===== config.mk =====
export PLATFORM = sky130hd
export DESIGN_NAME = fir_decim_rescale
export DESIGN_NICKNAME = d
export VERILOG_FILES = /design/src/rtl/fir_decim_rescale.sv
export SDC_FILE = /design/constraint.sdc
export NUM_CORES = 1
export LEC_CHECK = 0
export CORE_ASPECT_RATIO = 0.8
export CORE_MARGIN = 4
export CORE_UTILIZATION = 59
export CTS_CLUSTER_SIZE = 14
export DETAILED_ROUTE_END_ITERATION = 12
export GPL_TIMING_DRIVEN = 0
export PLACE_DENSITY = 0.79
export SLEW_MARGIN = 20
export SYNTH_ARGS = -nofsm -noshare
export SYNTH_HDL_FRONTEND = slang
export SYNTH_SLANG_ARGS = --single-unit

===== constraint.sdc =====
create_clock -name clk -period 4.95 [get_ports clk]
set_input_delay 0.99 -clock clk [delete_from_list [all_inputs] [get_ports clk]]
set_output_delay 0.99 -clock clk [all_outputs]
set_load 0.05 [all_outputs]

===== src/rtl/fir_decim_rescale.sv =====
// rtl/fir_decim_rescale.sv - integrate-and-dump decimator with round/shift/saturate and output FIFO (optional FIR_DECIM_SAT_CNT_EN)
module fir_decim_rescale #(
  parameter int IN_W       = 30,
  parameter int ACC_W      = IN_W + 8,
  parameter int OUT_W      = 16,
  parameter int SHIFT      = 12,
  parameter int FIFO_DEPTH = 4
) (
  input  logic                    clk,
  input  logic                    rst,
  input  logic signed [IN_W-1:0]  din,
  input  logic                    din_vld,
  input  logic [7:0]              decim_n,
  output logic signed [OUT_W-1:0] dout,
  output logic                    dout_valid,
  input  logic                    dout_ready,
  output logic                    ovf,
  input  logic                    ovf_clr
`ifdef FIR_DECIM_SAT_CNT_EN
  ,
  output logic [15:0]             sat_cnt
`endif
);

  localparam int PTR_W = (FIFO_DEPTH > 1) ? $clog2(FIFO_DEPTH) : 1;
  localparam int CNT_W = PTR_W + 1;

  // Output limits and rounding constant, all at the widened ACC_W+1 width
  localparam logic signed [ACC_W:0] OUT_MAX = {{(ACC_W - OUT_W + 2){1'b0}}, {(OUT_W - 1){1'b1}}};
  localparam logic signed [ACC_W:0] OUT_MIN = {{(ACC_W - OUT_W + 2){1'b1}}, {(OUT_W - 1){1'b0}}};
  localparam logic signed [ACC_W:0] RND     = {{ACC_W{1'b0}}, 1'b1} << (SHIFT - 1);

  logic signed [ACC_W-1:0] acc;
  logic signed [ACC_W-1:0] s_sum;
  logic signed [ACC_W-1:0] din_ext;
  logic signed [ACC_W-1:0] sum_next;
  logic [7:0]              cnt;
  logic [7:0]              r_lat;
  logic [7:0]              r_new;
  logic [7:0]              r_eff;
  logic                    last;
  logic                    s_vld;

  // A new frame uses the live ratio; later samples use the value latched at frame start
  assign din_ext  = {{(ACC_W - IN_W){din[IN_W-1]}}, din};
  assign r_new    = (decim_n == 8'd0) ? 8'd1 : decim_n;
  assign r_eff    = (cnt == 8'd0) ? r_new : r_lat;
  assign sum_next = (cnt == 8'd0) ? din_ext : acc + din_ext;
  assign last     = (cnt == r_eff - 8'd1);

  // Accumulate accepted samples and dump the final sum into the stage register
  always_ff @(posedge clk) begin
    if (rst) begin
      acc   <= '0;
      cnt   <= '0;
      r_lat <= 8'd1;
      s_sum <= '0;
      s_vld <= 1'b0;
    end else begin
      s_vld <= din_vld && last;
      if (din_vld) begin
        acc <= sum_next;
        if (cnt == 8'd0) begin
          r_lat <= r_new;
        end
        if (last) begin
          s_sum <= sum_next;
          cnt   <= '0;
        end else begin
          cnt <= cnt + 8'd1;
        end
      end
    end
  end

  logic signed [ACC_W:0]   rnd_sum;
  logic signed [ACC_W:0]   r_shift;
  logic                    sat_hi;
  logic                    sat_lo;
  logic signed [OUT_W-1:0] res;

  // Round half toward +inf, shift, then clip to the output range
  always_comb begin
    rnd_sum = {s_sum[ACC_W-1], s_sum} + RND;
    r_shift = rnd_sum >>> SHIFT;
    sat_hi  = (r_shift > OUT_MAX);
    sat_lo  = (r_shift < OUT_MIN);
    if (sat_hi) begin
      res = OUT_MAX[OUT_W-1:0];
    end else if (sat_lo) begin
      res = OUT_MIN[OUT_W-1:0];
    end else begin
      res = r_shift[OUT_W-1:0];
    end
  end

  logic [OUT_W-1:0] mem [FIFO_DEPTH];
  logic [PTR_W-1:0] wr_ptr;
  logic [PTR_W-1:0] rd_ptr;
  logic [CNT_W-1:0] count;
  logic             full;
  logic             pop;
  logic             push_ok;

  // A pop in the same cycle frees the slot for a push into a full FIFO
  assign full       = (count == CNT_W'(FIFO_DEPTH));
  assign dout_valid = (count != '0);
  assign pop        = dout_valid && dout_ready;
  assign push_ok    = s_vld && (!full || pop);
  assign dout       = dout_valid ? mem[rd_ptr] : '0;

  // FIFO storage write port
  always_ff @(posedge clk) begin
    if (push_ok) begin
      mem[wr_ptr] <= res;
    end
  end

  // FIFO pointers, occupancy and sticky overflow flag
  always_ff @(posedge clk) begin
    if (rst) begin
      wr_ptr <= '0;
      rd_ptr <= '0;
      count  <= '0;
      ovf    <= 1'b0;
    end else begin
      if (push_ok) begin
        wr_ptr <= wr_ptr + PTR_W'(1);
      end
      if (pop) begin
        rd_ptr <= rd_ptr + PTR_W'(1);
      end
      case ({push_ok, pop})
        2'b10:   count <= count + CNT_W'(1);
        2'b01:   count <= count - CNT_W'(1);
        default: count <= count;
      endcase
      if (ovf_clr) begin
        ovf <= 1'b0;
      end else if (s_vld && !push_ok) begin
        ovf <= 1'b1;
      end
    end
  end

`ifdef FIR_DECIM_SAT_CNT_EN
  // Count clipped results at FIFO write time, dropped or not; saturating
  always_ff @(posedge clk) begin
    if (rst || ovf_clr) begin
      sat_cnt <= '0;
    end else if (s_vld && (sat_hi || sat_lo) && (sat_cnt != 16'hFFFF)) begin
      sat_cnt <= sat_cnt + 16'd1;
    end
  end
`endif

endmodule


==> results of run 1 <==
[worst min-delay path, cell delays in order, from the launching register on]
cell     delay [ns]
dfxtp_1        0.32
nand2_1        0.05
a21oi_1        0.05
[layer usage]
layer / track usage / up-vias / part of all wire
li1: - / 3980 / -
met1: 0.427 / 4044 / 0.46
met2: 0.426 / 359 / 0.44
met3: 0.0547 / 33 / 0.083
met4: 0.0731 / 0 / 0.016
met5: 0 / - / 0
[synth_stat cells (4+ instances only)]
library cell	instances	area, sq um
o21bai_1	12	90.1
nand2_1	79	297
mux4_2	16	360
nor3_1	23	115
nor2_1	116	435
and3_1	13	81.3
buf_2	4	20.0
o211ai_1	6	45.0
o21a_1	6	45.0
and4_1	5	43.8
nor2b_1	6	37.5
and2_1	21	131
nor4_1	8	50.1
buf_6	4	45.0
xor2_1	26	228
a221oi_1	4	35.0
a21o_1	17	128
ha_1	45	563
clkbuf_1	56	210
a211oi_1	57	428
or3_1	12	75.1
xnor2_1	37	324
edfxtp_1	64	1920
a31oi_1	11	68.8
o21ai_0	46	230
nand4_1	12	75.1
dfxtp_1	92	1840
nand3_1	38	190
nand2b_1	6	37.5
inv_1	22	82.6
nand4b_1	4	35.0
mux2i_1	18	180
or4_1	4	30.0
o31ai_1	5	37.5
a311oi_1	18	158
a21oi_1	60	300
[timing repair]
action | 4_1_cts | 5_1_grt
endpoints found under the setup margin | 0 | 13
resized for setup | 0 | 2
setup buffers | 0 | 0
[how the worst max path moves through the flow]
stage                     cells past startpoint  slack (ns)   start   endpoint
after global routing                         17        0.16  cnt[0]  s_sum[25]
after floorplan                              17        1.23  cnt[0]  s_sum[37]
after CTS                                    17        0.29  cnt[0]  s_sum[23]
final                                        17        0.39  cnt[0]  s_sum[23]
after global placement                       12        0.32  din[0]    acc[36]
after detailed placement                     17        0.32  cnt[0]  s_sum[37]
[power breakdown]
| part | switching (W) | internal [W] | leakage (nW) |
|---|---|---|---|
| Sequential | 0.0000354 | 0.00141 | 1.36 |
| Clock | 0.000573 | 0.000700 | 0.270 |
| Combinational | 0.000505 | 0.000302 | 2.30 |
| Total | 0.00111 | 0.00241 | 3.93 |
[layout make-up]
class,count,share of cell area
Clock buffer,17,0.0389
Tap cell,215,0.0246
Multi-Input combinational cell,781,0.491
Timing Repair Buffer,58,0.0531
Buffer,68,0.0277
Clock inverter,15,0.0127
Inverter,22,0.00756
Sequential cell,156,0.345
[cell families (layout without fill, tap and decap cells)]
kind of cell,count (synthesis),in the layout,synth area share
DFF,156,156,0.396
muxes,35,35,0.0580
and+or+nand+nor,362,362,0.186
buffers and inverters,90,180,0.0404
adders and majority gates,47,47,0.0634
xor gates and xnor gates,63,63,0.0580
AOI/OAI and AO/OA,274,274,0.198
[stage by stage]
step                setup slack, ns  utilization  area (sq um)  power [W]
floorplan                      1.23            -          9510    0.00203
global placement              0.322        0.656         10400    0.00224
detailed placement            0.318        0.656         10400    0.00225
CTS                           0.286        0.691         10900    0.00351
global route                  0.158        0.691         10900    0.00367
finish                        0.389        0.691         10900    0.00353
[registers in the layout (all words and copies together), names as in the netlist, 2 cells and up, named ones only]
signal	count
rd_ptr	2
cnt	8
acc	38
wr_ptr	2
s_sum	27
r_lat	8
count	3
mem	64
==> summary.md, run 1 <==
| Metric | Value |
|---|---|
| Status | `finished, final reports clean` |
| Ratio of total power to cell area | `323 nW/um^2` |
| First-pass GRT wire length | `41000 microns` |
| Gr usage total | `0.285` |
| Seq/Total Area, Yosys | `0.396` |
| Max-Cap Viols | `0` |
| Ratio of cells with drive above 1 in the final layout | `0.0698` |
| Layout Nets | `1194` |
| Synth Flop Type | `dfxtp_1` |
| P_leak | `3.93 nW` |
| Syn_nets | `1117` |
| Pre-antenna DRT Iters | `7` |
| Multi-input logic area | `5360 sq um` |
| Post-route DRC | `0` |
| Die H | `122 microns` |
| Overflow after GRT | `0` |
| Number of synthesized flops with an enable pin | `64` |
| CP max FO | `10` |
| Post-route ant nets | `0` |
| Final instance count without filler cells | `1332` |
| H-tree depth | `4` |
| Clock transition at path regs | `0.07 ns` |
| Worst Path Buf+Inv | `6` |
| Initial Util | `0.602` |
| Slowest CP cell | `or4b_4` |
| FF-to-FF setup slack | `0.39 ns` |
| CORE AREA | `15800 sq um` |
| Hold Crit Depth | `2` |
| Mapped Area | `9510 sq um` |
| HP Start | `r_lat[7]` |
| Layout area overhead | `14.9%` |
| Unrepaired setup endpoints after global routing | `false` |
| Kind of critical path | `reg2reg` |
| Required @ worst endpoint | `5.24 ns` |
| Relative slew slack | `0.390` |
| Detail-routed via count per cell | `6.32` |
| Final Critical Period | `4.56 ns` |
| Setup TNS | `0 ns` |
| Cells after synthesis | `1027` |
| Clock sinks | `156` |
| Warnings, synthesis | `0` |
| Finish-stage setup viols | `0` |
| Hold path endpoint | `r_lat[7]` |
| IO Pins | `61` |
| RR Startpoint | `cnt[0]` |
| Critical Path AT | `4.85 ns` |
| Setup Skew | `0.00916 ns` |
| Via count | `8416` |
| CTS Buf Count | `17` |
| CTS tree | `built` |
| RePlAce Congestion | `0.915` |
| Commonest non-fill, non-tap cell in the layout | `nor2_1` |
| Worst Setup End Kind | `register` |
| CP top delay family | `buffers and inverters` |
| Max-slew violation total from the final report | `0` |
| Count of different cell masters after synthesis | `70` |
| Final worst-path cycle share | `0.921` |
| CTS max path bufs | `2` |
| Yosys reg bits | `156` |
| Initial antenna violation count | `0` |
| FP Rows | `41` |
| Startpoint types | `register` |
| Fin Hold WS | `0.468 ns` |
| VDD IR-drop max | `0.247 mV` |
| Largest net degree at the start of global routing | `17` |
| Final hold viol count | `0` |
| Worst-margin pin slew | `0.908 ns` |
| Port bufs | `58` |
| CTS hold repair buffers | `0` |
| Post-Route WL | `25500 microns` |
| Worst path cell trace | `inv_1 -> ha_1 -> or4b_4 -> nor2_4 -> buf_6 -> clkbuf_1 -> clkbuf_2 -> mux2i_1 -> ha_1 -> xor2_1 -> xnor2_1 -> nor3_2 -> o2111ai_4 -> nor2_4 -> buf_6 -> buf_2 -> a211oi_1` |
| Die area | `18200 sq um` |
| Placed cells | `1300` |
| Worst R2R Path Depth | `17` |
| Die Wd | `150 microns` |
| Post-synth ARST share | `0` |
| Skew-Pair Late Insertion Delay | `0.43 ns` |
| N_diodes | `0` |
| Fmax | `219 MHz` |
| Fillers | `1261` |
| Iteration-0 DRC Markers | `881` |
| Most frequent cells in the layout | `116 x nor2_1, 92 x dfxtp_1, 79 x nand2_1` |
| Critical path's largest stage delay | `0.52 ns` |
| Clk root buf | `clkbuf_16` |
| Avg Inst Size Synth | `9.26 sq um` |
| Worst R2R End | `s_sum[23]` |
| DPL Wire Length | `18300 microns` |
| Worst Hold Class | `reg2reg` |
| Vias in the first global route | `7846` |
| Per-cell routed wire length | `19.1 microns` |
| Sequential cell area | `3760 sq um` |
(Power assumes the default switching activity.)
==> run 2, diff against run 1 <==
Settings changed: GPL_ROUTABILITY_DRIVEN set to 1.
==> results of run 2 <==
Same layout as run 1: the final DEF is identical, and so are final timing and power.
